==> config.mk <==
export PLATFORM = sky130hd
export DESIGN_NAME = alu_result_fifo
export DESIGN_NICKNAME = d
export VERILOG_FILES = /design/src/rtl/alu_pkg.sv /design/src/rtl/alu_fifo_mem.sv /design/src/rtl/alu_result_fifo.sv
export SDC_FILE = /design/constraint.sdc
export NUM_CORES = 1
export LEC_CHECK = 0
export ABC_AREA = 1
export BUFFER_PORTS_ARGS = -buffer_cell sky130_fd_sc_hd__buf_2
export CAP_MARGIN = 20
export CORE_UTILIZATION = 45
export DETAILED_ROUTE_END_ITERATION = 10
export PLACE_DENSITY = 0.75
export SYNTH_ARGS = -nofsm -noshare
export SYNTH_HDL_FRONTEND = slang
export SYNTH_SLANG_ARGS = --single-unit
==> constraint.sdc <==
create_clock -name clk -period 2.5 [get_ports clk]
set_clock_uncertainty 0.1 [all_clocks]
set_input_delay 0 -clock clk [delete_from_list [all_inputs] [get_ports clk]]
set_output_delay 0 -clock clk [all_outputs]
set_load 0.05 [all_outputs]
==> src/rtl/alu_pkg.sv <==
// alu_pkg
// Shared definitions for the 8-bit ALU stage and the result FIFO behind it.
//   alu_op_e       : 3-bit opcode that produced a result (also the FIFO tag)
//   DATA_W, TAG_W  : default result and tag widths
//   result_entry_t : one buffered entry, {tag, data}
package alu_pkg;

  localparam int DATA_W = 8;
  localparam int TAG_W  = 3;

  // Opcode encodings as produced by the ALU stage.
  typedef enum logic [TAG_W-1:0] {
    ALU_ADD    = 3'b000,  // a + b
    ALU_SUB_AB = 3'b001,  // a - b
    ALU_SUB_BA = 3'b010,  // b - a
    ALU_MUL    = 3'b011,  // a * b
    ALU_AND    = 3'b100,  // a & b
    ALU_DIV_AB = 3'b101,  // a / b
    ALU_DIV_BA = 3'b110,  // b / a
    ALU_OR     = 3'b111   // a | b
  } alu_op_e;

  typedef struct packed {
    logic [TAG_W-1:0]  tag;
    logic [DATA_W-1:0] data;
  } result_entry_t;

  // Packs a result and its opcode into one entry.
  function automatic result_entry_t pack_entry(input logic [TAG_W-1:0] tag,
                                               input logic [DATA_W-1:0] data);
    result_entry_t e;
    e.tag  = tag;
    e.data = data;
    return e;
  endfunction

endpackage

==> src/rtl/alu_fifo_mem.sv <==
// alu_fifo_mem
// DEPTH x WIDTH register array: one synchronous write port, one
// asynchronous (combinational) read port. Contents are not reset.
//   clk     : write clock, rising edge
//   wr_en   : write wr_data into entry wr_addr at the next edge
//   wr_addr : write index
//   wr_data : write value
//   rd_addr : read index
//   rd_data : current contents of entry rd_addr
module alu_fifo_mem #(
  parameter int DEPTH = 4,
  parameter int WIDTH = 11
) (
  input  logic                     clk,
  input  logic                     wr_en,
  input  logic [$clog2(DEPTH)-1:0] wr_addr,
  input  logic [WIDTH-1:0]         wr_data,
  input  logic [$clog2(DEPTH)-1:0] rd_addr,
  output logic [WIDTH-1:0]         rd_data
);

  logic [WIDTH-1:0] mem_q [DEPTH];
  logic [WIDTH-1:0] mem_d [DEPTH];

  // Next contents: only the addressed entry changes on a write.
  always_comb begin
    mem_d = mem_q;
    if (wr_en) begin
      mem_d[wr_addr] = wr_data;
    end else begin
      mem_d[wr_addr] = mem_q[wr_addr];
    end
  end

  // Storage register; deliberately has no reset, the pointers define validity.
  always_ff @(posedge clk) begin
    mem_q <= mem_d;
  end

  assign rd_data = mem_q[rd_addr];

endmodule

==> src/rtl/alu_result_fifo.sv <==
// alu_result_fifo
// Buffers ALU results (data + opcode tag) for a slow consumer. The ALU cannot
// stall, so a result arriving while full is dropped and recorded in a sticky
// overflow flag.
//   clk, rst   : clock (rising edge), asynchronous active-high reset
//   clear      : synchronous flush of entries and overflow, beats push/pop
//   in_valid   : result valid; in_data/in_tag carry it
//   in_ready   : not full
//   out_valid  : head entry present; out_data/out_tag/out_zero describe it
//   out_ready  : consumer takes the head entry
//   count      : occupancy 0..DEPTH
//   overflow   : at least one result was dropped since rst/clear
module alu_result_fifo #(
  parameter int DEPTH  = 4,
  parameter int DATA_W = 8,
  parameter int TAG_W  = 3
) (
  input  logic                     clk,
  input  logic                     rst,
  input  logic                     clear,
  input  logic                     in_valid,
  input  logic [DATA_W-1:0]        in_data,
  input  logic [TAG_W-1:0]         in_tag,
  output logic                     in_ready,
  output logic                     out_valid,
  input  logic                     out_ready,
  output logic [DATA_W-1:0]        out_data,
  output logic [TAG_W-1:0]         out_tag,
  output logic                     out_zero,
  output logic [$clog2(DEPTH):0]   count,
  output logic                     overflow
);

  import alu_pkg::*;

  localparam int AW = $clog2(DEPTH);
  localparam int CW = AW + 1;
  localparam int EW = TAG_W + DATA_W;

  logic [AW-1:0] wr_ptr_q, wr_ptr_d;
  logic [AW-1:0] rd_ptr_q, rd_ptr_d;
  logic [CW-1:0] count_q, count_d;
  logic          overflow_q, overflow_d;

  logic          push_s;
  logic          pop_s;
  logic          wr_en_s;
  logic [EW-1:0] rd_entry_s;

  // Status comes straight from registers: no path from in_valid/out_ready.
  assign in_ready  = (count_q != CW'(DEPTH));
  assign out_valid = (count_q != {CW{1'b0}});
  assign count     = count_q;
  assign overflow  = overflow_q;

  assign push_s  = in_valid && in_ready;
  assign pop_s   = out_valid && out_ready;
  // A push in a clear cycle must not land in storage either.
  assign wr_en_s = push_s && !clear;

  // Next-state for pointers, occupancy and the sticky overflow flag.
  always_comb begin
    wr_ptr_d   = wr_ptr_q;
    rd_ptr_d   = rd_ptr_q;
    count_d    = count_q;
    overflow_d = overflow_q;
    if (clear) begin
      wr_ptr_d   = {AW{1'b0}};
      rd_ptr_d   = {AW{1'b0}};
      count_d    = {CW{1'b0}};
      overflow_d = 1'b0;
    end else begin
      // Pointers are AW bits wide and DEPTH is a power of two, so +1 wraps.
      if (push_s) begin
        wr_ptr_d = wr_ptr_q + AW'(1);
      end else begin
        wr_ptr_d = wr_ptr_q;
      end
      if (pop_s) begin
        rd_ptr_d = rd_ptr_q + AW'(1);
      end else begin
        rd_ptr_d = rd_ptr_q;
      end
      case ({push_s, pop_s})
        2'b10:   count_d = count_q + CW'(1);
        2'b01:   count_d = count_q - CW'(1);
        default: count_d = count_q;
      endcase
      // Dropped while full, even if the head is popped this same cycle.
      if (in_valid && !in_ready) begin
        overflow_d = 1'b1;
      end else begin
        overflow_d = overflow_q;
      end
    end
  end

  // Control registers, asynchronously reset.
  always_ff @(posedge clk or posedge rst) begin
    if (rst) begin
      wr_ptr_q   <= {AW{1'b0}};
      rd_ptr_q   <= {AW{1'b0}};
      count_q    <= {CW{1'b0}};
      overflow_q <= 1'b0;
    end else begin
      wr_ptr_q   <= wr_ptr_d;
      rd_ptr_q   <= rd_ptr_d;
      count_q    <= count_d;
      overflow_q <= overflow_d;
    end
  end

  alu_fifo_mem #(
    .DEPTH (DEPTH),
    .WIDTH (EW)
  ) u_mem (
    .clk     (clk),
    .wr_en   (wr_en_s),
    .wr_addr (wr_ptr_q),
    .wr_data ({in_tag, in_data}),
    .rd_addr (rd_ptr_q),
    .rd_data (rd_entry_s)
  );

  assign out_data = rd_entry_s[DATA_W-1:0];
  assign out_tag  = rd_entry_s[EW-1:DATA_W];
  // Forced low when empty so stale storage never reports a zero result.
  assign out_zero = out_valid && (out_data == {DATA_W{1'b0}});

endmodule

* Yosys cells after proc, flatten, opt, wreduce, memory -nomap -nowiden
Cells that the tools add are included.
** Storage, ports and cells
- Flip-flop bits (word level) :: 52
- Bits of input ports :: 16
- Output and inout bits :: 18
- Logic and storage cells :: 53
** Operators by class
- Add/sub/neg operators :: 4
- $lt $le $gt $ge :: 3
- Eq/ne operators :: 3
- Muxes and demuxes :: 19
- Bitwise operators :: 2
- Reduce and logical (&&, ||, !) cells :: 14
** Operators by type and width (number)
- $bwmux 44 :: 2
- $mux 11 :: 5
- $bmux 11 s2 :: 2
- $mux 44 :: 1
- $demux 11 s2 :: 1
- $logic_not 8->1 :: 1
- $mux 2 :: 4
- $ge 3x3->1 const B :: 2
- $logic_and 1x1->1 :: 6
- $not 2->3 :: 2
- $pmux 3 s2 :: 1
- $reduce_bool 2->1 :: 3
- $reduce_bool 3->1 :: 2
- $add 2x1->2 const B :: 2
- $add 3x1->3 const B :: 1
- $lt 3x1->1 const B :: 1
- $mux 3 :: 1
- $ne 3x3->1 const B :: 1
- $sub 3x1->3 const B :: 1
- $eq 2x1->1 const B :: 1
- $eq 2x2->1 const B :: 1
- $logic_not 1->1 :: 2
- $mux 1 :: 2

* Longest topological paths before layout
Gate-level depths: netlist (run 1).
- Depth in word-level cells :: 7
- Depth in mapped cells :: 12
- Mapped depth without buffers :: 12

* Modules after synthesis
A second synthesis (run 1) with hierarchy kept.
** Second synthesis, totals
- Cell total of the unflattened synthesis :: 394
- Area total of the unflattened synthesis :: 3096.7 um^2
** Modules (own cells, without submodules)
- alu_fifo_mem :: times used 1, cells each 332, area an instance 2586.2 um^2, sequential area each 1321.3 um^2
- alu_result_fifo :: times used 1, cells each 62, area an instance 510.5 um^2, sequential area each 200.2 um^2

* Worst setup path after synthesis (run 1)
Ideal clock, no wire load.
- Path kind :: reg-to-reg
- Start :: reg count_q[1] (netlist: count[1])
- End :: reg count_q[2] (netlist: count[2])
- Setup time :: 119 ps
- Arrival time :: 2088 ps
- Required time :: 2281 ps
- Path slack :: 194 ps
- Stages on the path, launching flop included :: 13
- Buffers on the path :: 0
- Period minus slack after synthesis :: 2306 ps
- Cells stage by stage :: dfrtp_1 -> nor2_4 -> nand2_4 -> nand2_1 -> nand2_2 -> inv_1 -> fa_1 -> xnor2_1 -> inv_1 -> nand2_1 -> nand2_1 -> nand3_1 -> nand2_1
** On the way
- Word-level cells in the longest chain between the ends :: 5
- Elaborated cells on any way between the ends :: 11
- Those cells by class :: add/sub: 2; eq/ne: 3; mux: 2; reduce/logical: 4
** Ends and longest elaborated chain
- start: declaration :: line alu_result_fifo.sv:42 : logic [CW-1:0] count_q, count_d;
- start signal: assignment :: line alu_result_fifo.sv:103 : count_q <= {CW{1'b0}};
- start signal: assignment :: line alu_result_fifo.sv:108 : count_q <= count_d;
- $ne 3x3->1 * :: line alu_result_fifo.sv:51 : assign in_ready = (count_q != CW'(DEPTH));
- via in_ready :: line alu_result_fifo.sv:24 : output logic in_ready,
- $logic_and 1x1->1 * :: line alu_result_fifo.sv:56 : assign push_s = in_valid && in_ready;
- $eq 2x1->1 or $eq 2x2->1 (tied branches) :: line alu_result_fifo.sv:84 : case ({push_s, pop_s})
- $pmux 3 s2 :: line alu_result_fifo.sv:84
- $mux 3 :: line alu_result_fifo.sv:67 : if (clear) begin
The timed path passes the listed nets; every way through them passes the cells marked *.
A chain may end at the register's enable or synchronous reset.

* Worst setup path in the final report (run 1)
- Start :: reg rd_ptr_q[0]
- End :: out out_zero
** On the way
- Word-level cells in the longest chain between the ends :: 6
** Ends and longest elaborated chain
- start: declaration :: line alu_result_fifo.sv:41 : logic [AW-1:0] rd_ptr_q, rd_ptr_d;
- start signal: assignment :: line alu_result_fifo.sv:102 : rd_ptr_q <= {AW{1'b0}};
- start signal: assignment :: line alu_result_fifo.sv:107 : rd_ptr_q <= rd_ptr_d;
- $not 2->3 (implied by the code) :: line alu_fifo_mem.sv:40 : assign rd_data = mem_q[rd_addr];
- $bmux 11 s2 :: line alu_fifo_mem.sv:40
- $mux 11 (implied by the code) (2 in series) :: line alu_fifo_mem.sv:40
- $logic_not 8->1 :: line alu_result_fifo.sv:128 : assign out_zero = out_valid && (out_data == {DATA_W{1'b0}});
- $logic_and 1x1->1 :: line alu_result_fifo.sv:128
- end: declaration :: line alu_result_fifo.sv:29 : output logic out_zero,
No other way between the ends. The select of a mux whose other input is x is not followed.

==> reports/summary.txt, run 1 <==
Slew Viols, Final - 0
Crit Path Category - register to output pin
min cycle time layout - 2.10 ns
area of the multi-input gates - 1470 µm²
setup TNS - 0 ns
core box area - 7210 µm²
largest net degree at the start of global routing - 57
post-synthesis sequential area ratio - 45.6%
number of library cell types mapped by synthesis - 27
syn nets - 420
Initial DRC Count - 246
CTS tree - done
share of the synthesized area in the top cell type - 39.6%
RR Endpoint - count[2]
HP Start - in_tag[1]
GRT Residual Overflow - 0
relative max-transition margin - 65.7%
# rows - 31
flops & latches, synth - 52
max_cap viols - 0
Max stage delay on crit path - 0.55 ns
period utilization - 83.9%
outcome - complete, no violations
Total Wirelength - 8.00 mm
warnings from Yosys - 0
DRT antenna net count - 0
vias in the first global route - 2651
Starting Density - 46.2%
Synth Instances - 399
DRC - 0
post_cts resized - 0
hold path cells - 3
Via density - 5.50
DR WL/cell - 15.2 µm
# fillers - 673
arrival time worst endpoint - 2.00 ns
DIE AREA - 7760 µm²
clk sinks - 52
layout cells sized above 1 - 15.0%
r2r worst-path depth - 12
Fmax - 0.477 GHz
most used cell along the critical path - nand2_1
sequential cell area - 1520 µm²
cell taking the most area after synthesis - edfxtp_1
Worst Hold Class - input port to register
Critical Path End Type - output pin
Ports - 34
origin of the critical flop-to-flop path - count[0]
Post-synth EDFFs - 44
WHS Endpoint - u_mem.mem_q[42]
cell area after synthesis - 3330 µm²
total CTS buffers - 5
maximum buffer depth of the clock tree - 2
final setup vio count - 0
initial antenna violation count - 0
area grow syn2layout - 10.1%
Vias - 2886
largest cells by area after synthesis - edfxtp_1 (40%), o31ai_1 (9.9%), nand3_1 (9.8%)
Routability Congestion - 0.837
Crit path max-delay family - simple AND/OR/NAND/NOR gates
R2R Setup Slk - 0.47 ns
worst path cell trace - inv_2 -> nand2_1 -> nand3_1 -> nand2_1 -> nand2_1 -> nor2_1 -> nand2_1 -> nor2_1 -> buf_2
count leader, synth - nand2_1
RSZ-0062 raised after global routing - no
PortBufs - 33
Worst-Margin Slew - 0.513 ns
count of final hold-check violations - 0
critical path launch point type - register
Worst-Skew Late Latency - 0.31 ns
most common library cells after synthesis - nand2_1 (67), nand3_1 (65), nor2_1 (49)
number of setup buffers added after CTS - 0
Peak VDD IR - 0.269 mV
Req. time, crit path - 2.40 ns
root buffer cell - clkbuf_8
total track usage - 21.2%
Final #Nets - 446
Mean Syn Cell Area - 8.35 µm²
H-tree levels - 2
first-pass GRT wire length - 12.4 mm
DRT Pass-1 Iters - 5
Clock transition at path regs - 0.10 ns
CP max FO - 21
Power Density - 1140 nW/µm²
slowest CP cell - dfrtp_1
Die H - 88.1 µm
antenna diode count - 0
WHS - 0.0213 ns
LEAKAGE - 1.54 nW
HPWL Detailed - 5.34 mm
worst path bufs/invs - 2
asr flop ratio synth - 15.4%
die width - 88.1 µm
top_reg_cell synth - edfxtp_1
worst min-delay path, stage by stage:
cell and delay (ns):
buf_2 0.09, inv_1 0.10, o31ai_1 0.08
per-stage QoR:
stage	setup WS, ns	std cells	power (W)	util [%]	instance area [µm²]
2_1_floorplan	0.194	399	0.00312	-	3330
3_3_place_gp	0.598	513	0.00355	48.8	3520
3_5_place_dp	0.490	513	0.00359	48.8	3520
4_1_cts	0.415	525	0.00416	50.9	3670
5_1_grt	0.273	525	0.00443	50.9	3670
6_report	0.403	525	0.00417	50.9	3670
worst max path at each step:
stage | start | to | slack (ns) | depth (start not counted)
final | rd_ptr_q[0] | out_zero | 0.40 | 9
after global placement | count[0] | count[2] | 0.60 | 12
after detailed placement | count[0] | count[2] | 0.49 | 12
after global routing | rd_ptr_q[0] | out_zero | 0.27 | 9
after floorplan | count[1] | count[2] | 0.19 | 12
after CTS | rd_ptr_q[0] | out_zero | 0.41 | 9
area by class of cell:
| class | instances | area share, % |
|---|---|---|
| clock buffers | 5 | 1.88 |
| clock inverters | 3 | 1.02 |
| inverters | 36 | 3.68 |
| multi-input cells | 280 | 40.0 |
| flip-flops and latches | 52 | 41.5 |
| well taps | 99 | 3.38 |
| repair buffers | 50 | 8.59 |
cells by family (layout without fill, tap and decap cells):
logic type	count (synthesis)	count (layout)	synth area share (%)
adder cells (fa/ha/maj)	5	5	2.10
AO/OA/AOI/OAI	85	85	16.5
buffers and inverters	67	94	10.3
flip-flops	52	52	45.6
XOR/XNOR	1	1	0.263
AND/OR/NAND/NOR	189	189	25.2
layout by cell type (no fill, tap or decap), types with 4 or more instances in the layout:
| cell type | count |
|---|---|
| o31ai_1 | 44 |
| inv_2 | 4 |
| nand2_1 | 67 |
| dfrtp_1 | 8 |
| edfxtp_1 | 44 |
| inv_1 | 32 |
| buf_2 | 33 |
| a21oi_1 | 4 |
| clkbuf_8 | 5 |
| nor2_1 | 49 |
| nand3_1 | 65 |
| o21ai_1 | 23 |
| ha_1 | 4 |
| buf_4 | 12 |
| o21ai_0 | 7 |
| dlygate4sd3_1 | 4 |
flip-flops by register name, indices dropped and copies added (netlist names):
| signal | flops |
|---|---|
| overflow | 1 |
| count | 3 |
| rd_ptr_q | 2 |
| wr_ptr_q | 2 |
| u_mem.mem_q | 44 |
layer usage:
metal / up-vias / track usage, % / part of all wire, %
li1: 1445 / - / -
met1: 1309 / 26.0 / 43
met2: 118 / 37.1 / 49
met3: 14 / 3.96 / 6.2
met4: 0 / 8.21 / 2.0
met5: - / 0 / 0
report_power, final:
| part | internal [W] | switching, W |
|---|---|---|
| Clock | 0.000292 | 0.000285 |
| Sequential | 0.00119 | 0.000141 |
| Combinational | 0.000595 | 0.00167 |
| Total | 0.00207 | 0.00209 |
repair_timing:
action / 4_1_cts / 5_1_grt
setup endpoints to repair: 0 / 0
hold buffers: 4 / 0
endpoints found under the hold margin: 14 / 0
Note: power is estimated with default switching activity, not from simulation.
==> run 2: changes to the inputs <==
==> constraint.sdc (replaced) <==
create_clock -name clk -period 2.2 [get_ports clk]
set_clock_uncertainty 0.1 [all_clocks]
set_input_delay 0 -clock clk [delete_from_list [all_inputs] [get_ports clk]]
set_output_delay 0 -clock clk [all_outputs]
set_load 0.05 [all_outputs]
==> run 2 against run 1 <==
  * Via count increased by 4.5%
  * Cell count rose by 1.5%
  * Die area unchanged
  * Worst hold slack gained 0.013 ns
  * Final area increased by 1.4%
  * Critical path type unchanged
==> reports/summary.txt, run 2 (synthesized netlist as in run 1, its figures left out) <==
RSZ-0062 raised after global routing - no (unchanged)
Critical Path End Type - output pin (unchanged)
WHS - 0.0342 ns (was 0.0213 ns)
Worst-Skew Late Latency - 0.31 ns (about the same)
critical path launch point type - register (unchanged)
root buffer cell - clkbuf_8 (unchanged)
number of setup buffers added after CTS - 0 (unchanged)
largest reg by FF count - u_mem.mem_q (unchanged)
placed instance area - 3590 µm² (was 3520 µm²)
sequential cell area - 1530 µm² (was 1520 µm²)
Peak VDD IR - 0.322 mV (was 0.269 mV)
area grow syn2layout - 11.7% (was 10.1%)
total CTS buffers - 5 (unchanged)
hold path cells - 3 (unchanged)
# rows - 31 (unchanged)
final cell count without fillers - 533 (was 525)
vias in the first global route - 2772 (was 2651)
clk sinks - 52 (unchanged)
count of final hold-check violations - 0 (unchanged)
Slew Viols, Final - 0 (unchanged)
DIE AREA - 7760 µm² (unchanged)
Clock transition at path regs - 0.10 ns (about the same)
GRT Residual Overflow - 0 (unchanged)
DRC - 0 (unchanged)
Worst Hold Class - input port to register (unchanged)
DRT antenna net count - 0 (unchanged)
initial antenna violation count - 0 (unchanged)
HP Start - in_data[3] (was in_tag[1])
HPWL Detailed - 6.01 mm (was 5.34 mm)
most common cell after layout, fill and taps aside - nand2_1 (unchanged)
Via density - 5.66 (was 5.50)
area of the multi-input gates - 1470 µm² (unchanged)
placed instance count - 521 (was 513)
crit path launch - rd_ptr_q[0] (unchanged)
most used cells in the layout excluding fill and tap cells - nand2_1 (67), nand3_1 (65), nor2_1 (49), o31ai_1 (44), edfxtp_1 (44) (unchanged)
Pwr Total - 0.00473 W (was 0.00417 W)
core box area - 7210 µm² (unchanged)
Fmax - 0.509 GHz
final instance area - 3720 µm² (was 3670 µm²)
Final #Nets - 454 (was 446)
antenna diode count - 0 (unchanged)
Worst-Margin Slew - 0.530 ns (was 0.513 ns)
DR WL/cell - 16.0 µm (was 15.2 µm)
relative max-transition margin - 64.6% (was 65.7%)
DRT Pass-1 Iters - 5 (unchanged)
setup TNS - 0 ns (unchanged)
outcome - complete, no violations (unchanged)
max reg flops - 44 (unchanged)
maximum buffer depth of the clock tree - 2 (unchanged)
Starting Density - 46.2% (unchanged)
PortBufs - 33 (unchanged)
max_cap viols - 0 (unchanged)
Power Density - 1270 nW/µm² (was 1140 nW/µm²)
first-pass GRT wire length - 13.1 mm (was 12.4 mm)
largest net degree at the start of global routing - 49 (was 57)
arrival time worst endpoint - 1.86 ns (was 2.00 ns)
H-tree levels - 2 (unchanged)
Ports - 34 (unchanged)
# fillers - 673 (unchanged)
Initial DRC Count - 255 (was 246)
die width - 88.1 µm (unchanged)
final setup vio count - 0 (unchanged)
LEAKAGE - 1.56 nW (was 1.54 nW)
Routability Congestion - 0.814 (was 0.837)
Crit Path Category - register to output pin (unchanged)
CP max FO - 14 (was 21)
r2r worst-path depth - 11 (was 12)
min cycle time layout - 1.96 ns
CTS tree - done (unchanged)
Die H - 88.1 µm (unchanged)
Req. time, crit path - 2.10 ns (was 2.40 ns)
period utilization - 89.3%
layout cells sized above 1 - 17.7% (was 15.0%)
Total Wirelength - 8.52 mm (was 8.00 mm)
origin of the critical flop-to-flop path - count[1] (was count[0])
Vias - 3017 (was 2886)
total track usage - 22.4% (was 21.2%)
## run 2: changes by cell type in the layout (fill, tap and decap cells not counted)
| cell | delta |
|---|---|
| clkinvlp_4 | +1 |
| clkbuf_1 | +1 |
| dfrtp_1 | -4 |
| buf_4 | +8 |
| bufinv_16 | -1 |
| clkinv_1 | -2 |
| clkbuf_8 | +1 |
| dfrtp_2 | +4 |
## run 2: where the power goes
| part | total, W | internal (W) | switching, W |
|---|---|---|---|
| clock | 0.000572 | 0.000256 | 0.000316 |
| sequential | 0.00152 | 0.00135 | 0.000170 |
| combinational | 0.00264 | 0.000706 | 0.00193 |
## run 2: critical path: stages, from the launching register on
cell     delay [ns]
dfrtp_2        0.49
buf_4          0.22
nand2_1        0.08
nand3_1        0.09
nand2_1        0.11
nand2_1        0.08
nor2_1         0.09
nand2_1        0.05
nor2_1         0.08
buf_2          0.26
## run 2: timing repair
action                                  CTS  global route
endpoints found under the setup margin    0             1
gates resized for setup                   0             1
hold buffers                              4             0
endpoints found under the hold margin    14             0
## run 2: worst paths after layout
| kind | endpoint | slack [ns] |
|---|---|---|
| setup reg to reg | count[2] | 0.28 |
| hold / removal | u_mem.mem_q[36] | 0.03 |
| max in group asynchronous | rd_ptr_q[0] | 1.65 |
| min in group asynchronous | count[1] | 0.08 |
| setup / recovery | out_zero | 0.24 |
| hold reg to reg | count[1] | 0.47 |
## run 2: layout make-up
type                            instances  area share (%)
Timing Repair Buffer                   58            10.1
Clock inverter                          1           0.202
Sequential cell                        52            41.0
Inverter                               36            3.63
Multi-Input combinational cell        280            39.4
Tap cell                               99            3.33
Clock buffer                            7            2.32
## run 2: metal layers
metal	vias to the layer above	global-route usage, %	routed length (µm)
met3	19	3.68	646
li1	1453	-	-
met4	0	8.94	172
met5	-	0	0
met1	1401	26.7	3500
met2	144	40.2	4200
## run 2: through the flow
step	worst slack [ns]	utilization, %
floorplan	0.0833	-
global placement	0.330	49.7
detailed placement	0.286	49.7
CTS	0.138	51.6
global route	0.0670	51.6
finish	0.236	51.6
==> run 3: changes to the inputs <==
--- a/config.mk
+++ b/config.mk
@@ -10,7 +10,8 @@
 export CAP_MARGIN = 20
 export CORE_UTILIZATION = 45
 export DETAILED_ROUTE_END_ITERATION = 10
-export PLACE_DENSITY = 0.75
+export PLACE_DENSITY = 0.76
+export REMOVE_ABC_BUFFERS = 1
 export SYNTH_ARGS = -nofsm -noshare
 export SYNTH_HDL_FRONTEND = slang
 export SYNTH_SLANG_ARGS = --single-unit
==> run 3 against run 2 <==
  * Count of clock-buffer cells in the layout is 1 lower
  * Maximum frequency is 1.6% lower
  * First-iteration DRC count is 2.7% lower
  * Via count is 1.9% lower
  * Cell count is 1.3% lower
  * Setup slack worse by 0.031 ns
  * Wire length is 5.2% lower
  * Non-clock buffer count is 7 lower
  * Register-to-register slack worse by 0.08 ns
  * Critical endpoint is now count[2]
==> reports/summary.txt, run 3 (synthesized netlist as in run 1, its figures left out) <==
arrival time worst endpoint - 2.10 ns (was 1.86 ns)
Initial DRC Count - 248 (was 255)
Pwr Total - 0.00465 W (was 0.00473 W)
HPWL Detailed - 5.33 mm (was 6.01 mm)
largest reg by FF count - u_mem.mem_q (unchanged)
DRT antenna net count - 0 (unchanged)
r2r worst-path depth - 12 (was 11)
most common cell after layout, fill and taps aside - nand2_1 (unchanged)
Peak VDD IR - 0.778 mV (was 0.322 mV)
clk sinks - 52 (unchanged)
relative max-transition margin - 64.2% (was 64.6%)
number of setup buffers added after CTS - 0 (unchanged)
core box area - 7210 µm² (unchanged)
CP max FO - 4 (was 14)
DRT Pass-1 Iters - 5 (unchanged)
area grow syn2layout - 9.95% (was 11.7%)
max_cap viols - 0 (unchanged)
Critical Path End Type - register (was output pin)
vias in the first global route - 2721 (was 2772)
Worst Hold Class - input port to register (unchanged)
total track usage - 22.4% (about the same)
layout cells sized above 1 - 15.5% (was 17.7%)
Crit Path Category - register to register (was register to output pin)
root buffer cell - clkbuf_8 (unchanged)
initial antenna violation count - 0 (unchanged)
Req. time, crit path - 2.31 ns (was 2.10 ns)
Final #Nets - 447 (was 454)
largest net degree at the start of global routing - 91 (was 49)
maximum buffer depth of the clock tree - 2 (unchanged)
critical path launch point type - register (unchanged)
die width - 88.1 µm (unchanged)
PortBufs - 33 (unchanged)
Power Density - 1270 nW/µm² (about the same)
period utilization - 90.7% (was 89.3%)
RSZ-0062 raised after global routing - no (unchanged)
antenna diode count - 0 (unchanged)
Total Wirelength - 8.07 mm (was 8.52 mm)
slowest CP cell - dfrtp_1 (was dfrtp_2)
hold path cells - 3 (unchanged)
Die H - 88.1 µm (unchanged)
GRT Residual Overflow - 0 (unchanged)
worst path cell trace - nor2_4 -> nand2_4 -> nand2_1 -> nand2_2 -> inv_1 -> fa_1 -> xnor2_1 -> inv_1 -> nand2_1 -> nand2_1 -> nand3_1 -> nand2_1 (was buf_4 -> nand2_1 -> nand3_1 -> nand2_1 -> nand2_1 -> nor2_1 -> nand2_1 -> nor2_1 -> buf_2)
max reg flops - 44 (unchanged)
Core Util, Final - 50.8% (was 51.6%)
Fmax - 0.501 GHz (was 0.509 GHz)
most used cells in the layout excluding fill and tap cells - nand2_1 (67), nand3_1 (65), nor2_1 (49), o31ai_1 (44), edfxtp_1 (44) (unchanged)
DIE AREA - 7760 µm² (unchanged)
Worst-Skew Late Latency - 0.31 ns (about the same)
Worst-Margin Slew - 0.536 ns (was 0.530 ns)
Via density - 5.63 (was 5.66)
# rows - 31 (unchanged)
Vias - 2961 (was 3017)
final cell count without fillers - 526 (was 533)
first-pass GRT wire length - 13.0 mm (was 13.1 mm)
Slew Viols, Final - 0 (unchanged)
LEAKAGE - 1.53 nW (was 1.56 nW)
# fillers - 712 (was 673)
min cycle time layout - 2.00 ns (was 1.96 ns)
total CTS buffers - 5 (unchanged)
placed instance count - 514 (was 521)
Max stage delay on crit path - 0.46 ns (was 0.49 ns)
most used cell along the critical path - nand2_1 (unchanged)
CTS tree - done (unchanged)
Starting Density - 46.2% (unchanged)
final setup vio count - 0 (unchanged)
Clock transition at path regs - 0.10 ns (about the same)
Routability Congestion - 0.817 (was 0.814)
DRC - 0 (unchanged)
count of final hold-check violations - 0 (unchanged)
H-tree levels - 2 (unchanged)
outcome - complete, no violations (unchanged)
DR WL/cell - 15.3 µm (was 16.0 µm)
Ports - 34 (unchanged)
-- run 3: final timing paths --
kind,to,slack [ns],from
worst max-delay path,count[2],0.20,count[1]
worst min-delay path,u_mem.mem_q[8],0.02,in_tag[0]
worst max register to register,count[2],0.20,count[1]
worst min register to register,count[1],0.53,count[1]
max in group asynchronous,rd_ptr_q[1],1.64,rst
min in group asynchronous,count[2],0.09,rst
-- run 3: where the power goes --
part	internal, W	switching [W]	total (W)
registers	0.00135	0.000156	0.00150
logic	0.000687	0.00191	0.00260
clock network	0.000223	0.000322	0.000545
total	0.00226	0.00239	0.00465
-- run 3: what timing repair did --
action                     4_1_cts  5_1_grt
setup endpoints to repair        0        1
resized for setup                0        4
hold buffers                     4        0
hold endpoints to repair        14        0
-- run 3: per-stage QoR --
step / TNS [ns] / setup WS [ns] / area (µm²) / hold WS, ns
after global placement: 0 / 0.272 / 3530 / -0.122
after global routing: 0 / 0.0417 / 3660 / 0.0161
after CTS: 0 / 0.0471 / 3660 / 0.0102
after detailed placement: 0 / 0.226 / 3530 / -0.111
after floorplan: -6.27 / -0.200 / 3120 / -0.284
final: 0 / 0.205 / 3660 / 0.0208
-- run 3: critical path: cells and delay by family (launching register included) --
| family | cells | cell delay (ns) |
|---|---|---|
| and+or+nand+nor | 8 | 0.64 |
| DFF | 1 | 0.46 |
| adders and majority gates | 1 | 0.37 |
| xor gates and xnor gates | 1 | 0.21 |
| buffers and inverters | 2 | 0.12 |
-- run 3: layout make-up --
cell class	instances	area [µm²]	share of cell area, %
Timing Repair Buffer	51	329	8.98
Inverter	36	138	3.76
Sequential cell	52	1520	41.5
Multi-Input combinational cell	280	1470	40.0
Tap cell	99	124	3.38
Clock buffer	6	72.6	1.98
Clock inverter	2	12.5	0.341
-- run 3: layer usage --
metal / up-vias / part of all wire [%] / wire, µm / GRT usage, %
li1: 1443 / - / - / -
met1: 1395 / 43 / 3440 / 26.7
met2: 110 / 49 / 3940 / 39.8
met3: 13 / 6.5 / 528 / 3.68
met4: 0 / 2.0 / 158 / 10.1
met5: - / 0 / 0 / 0
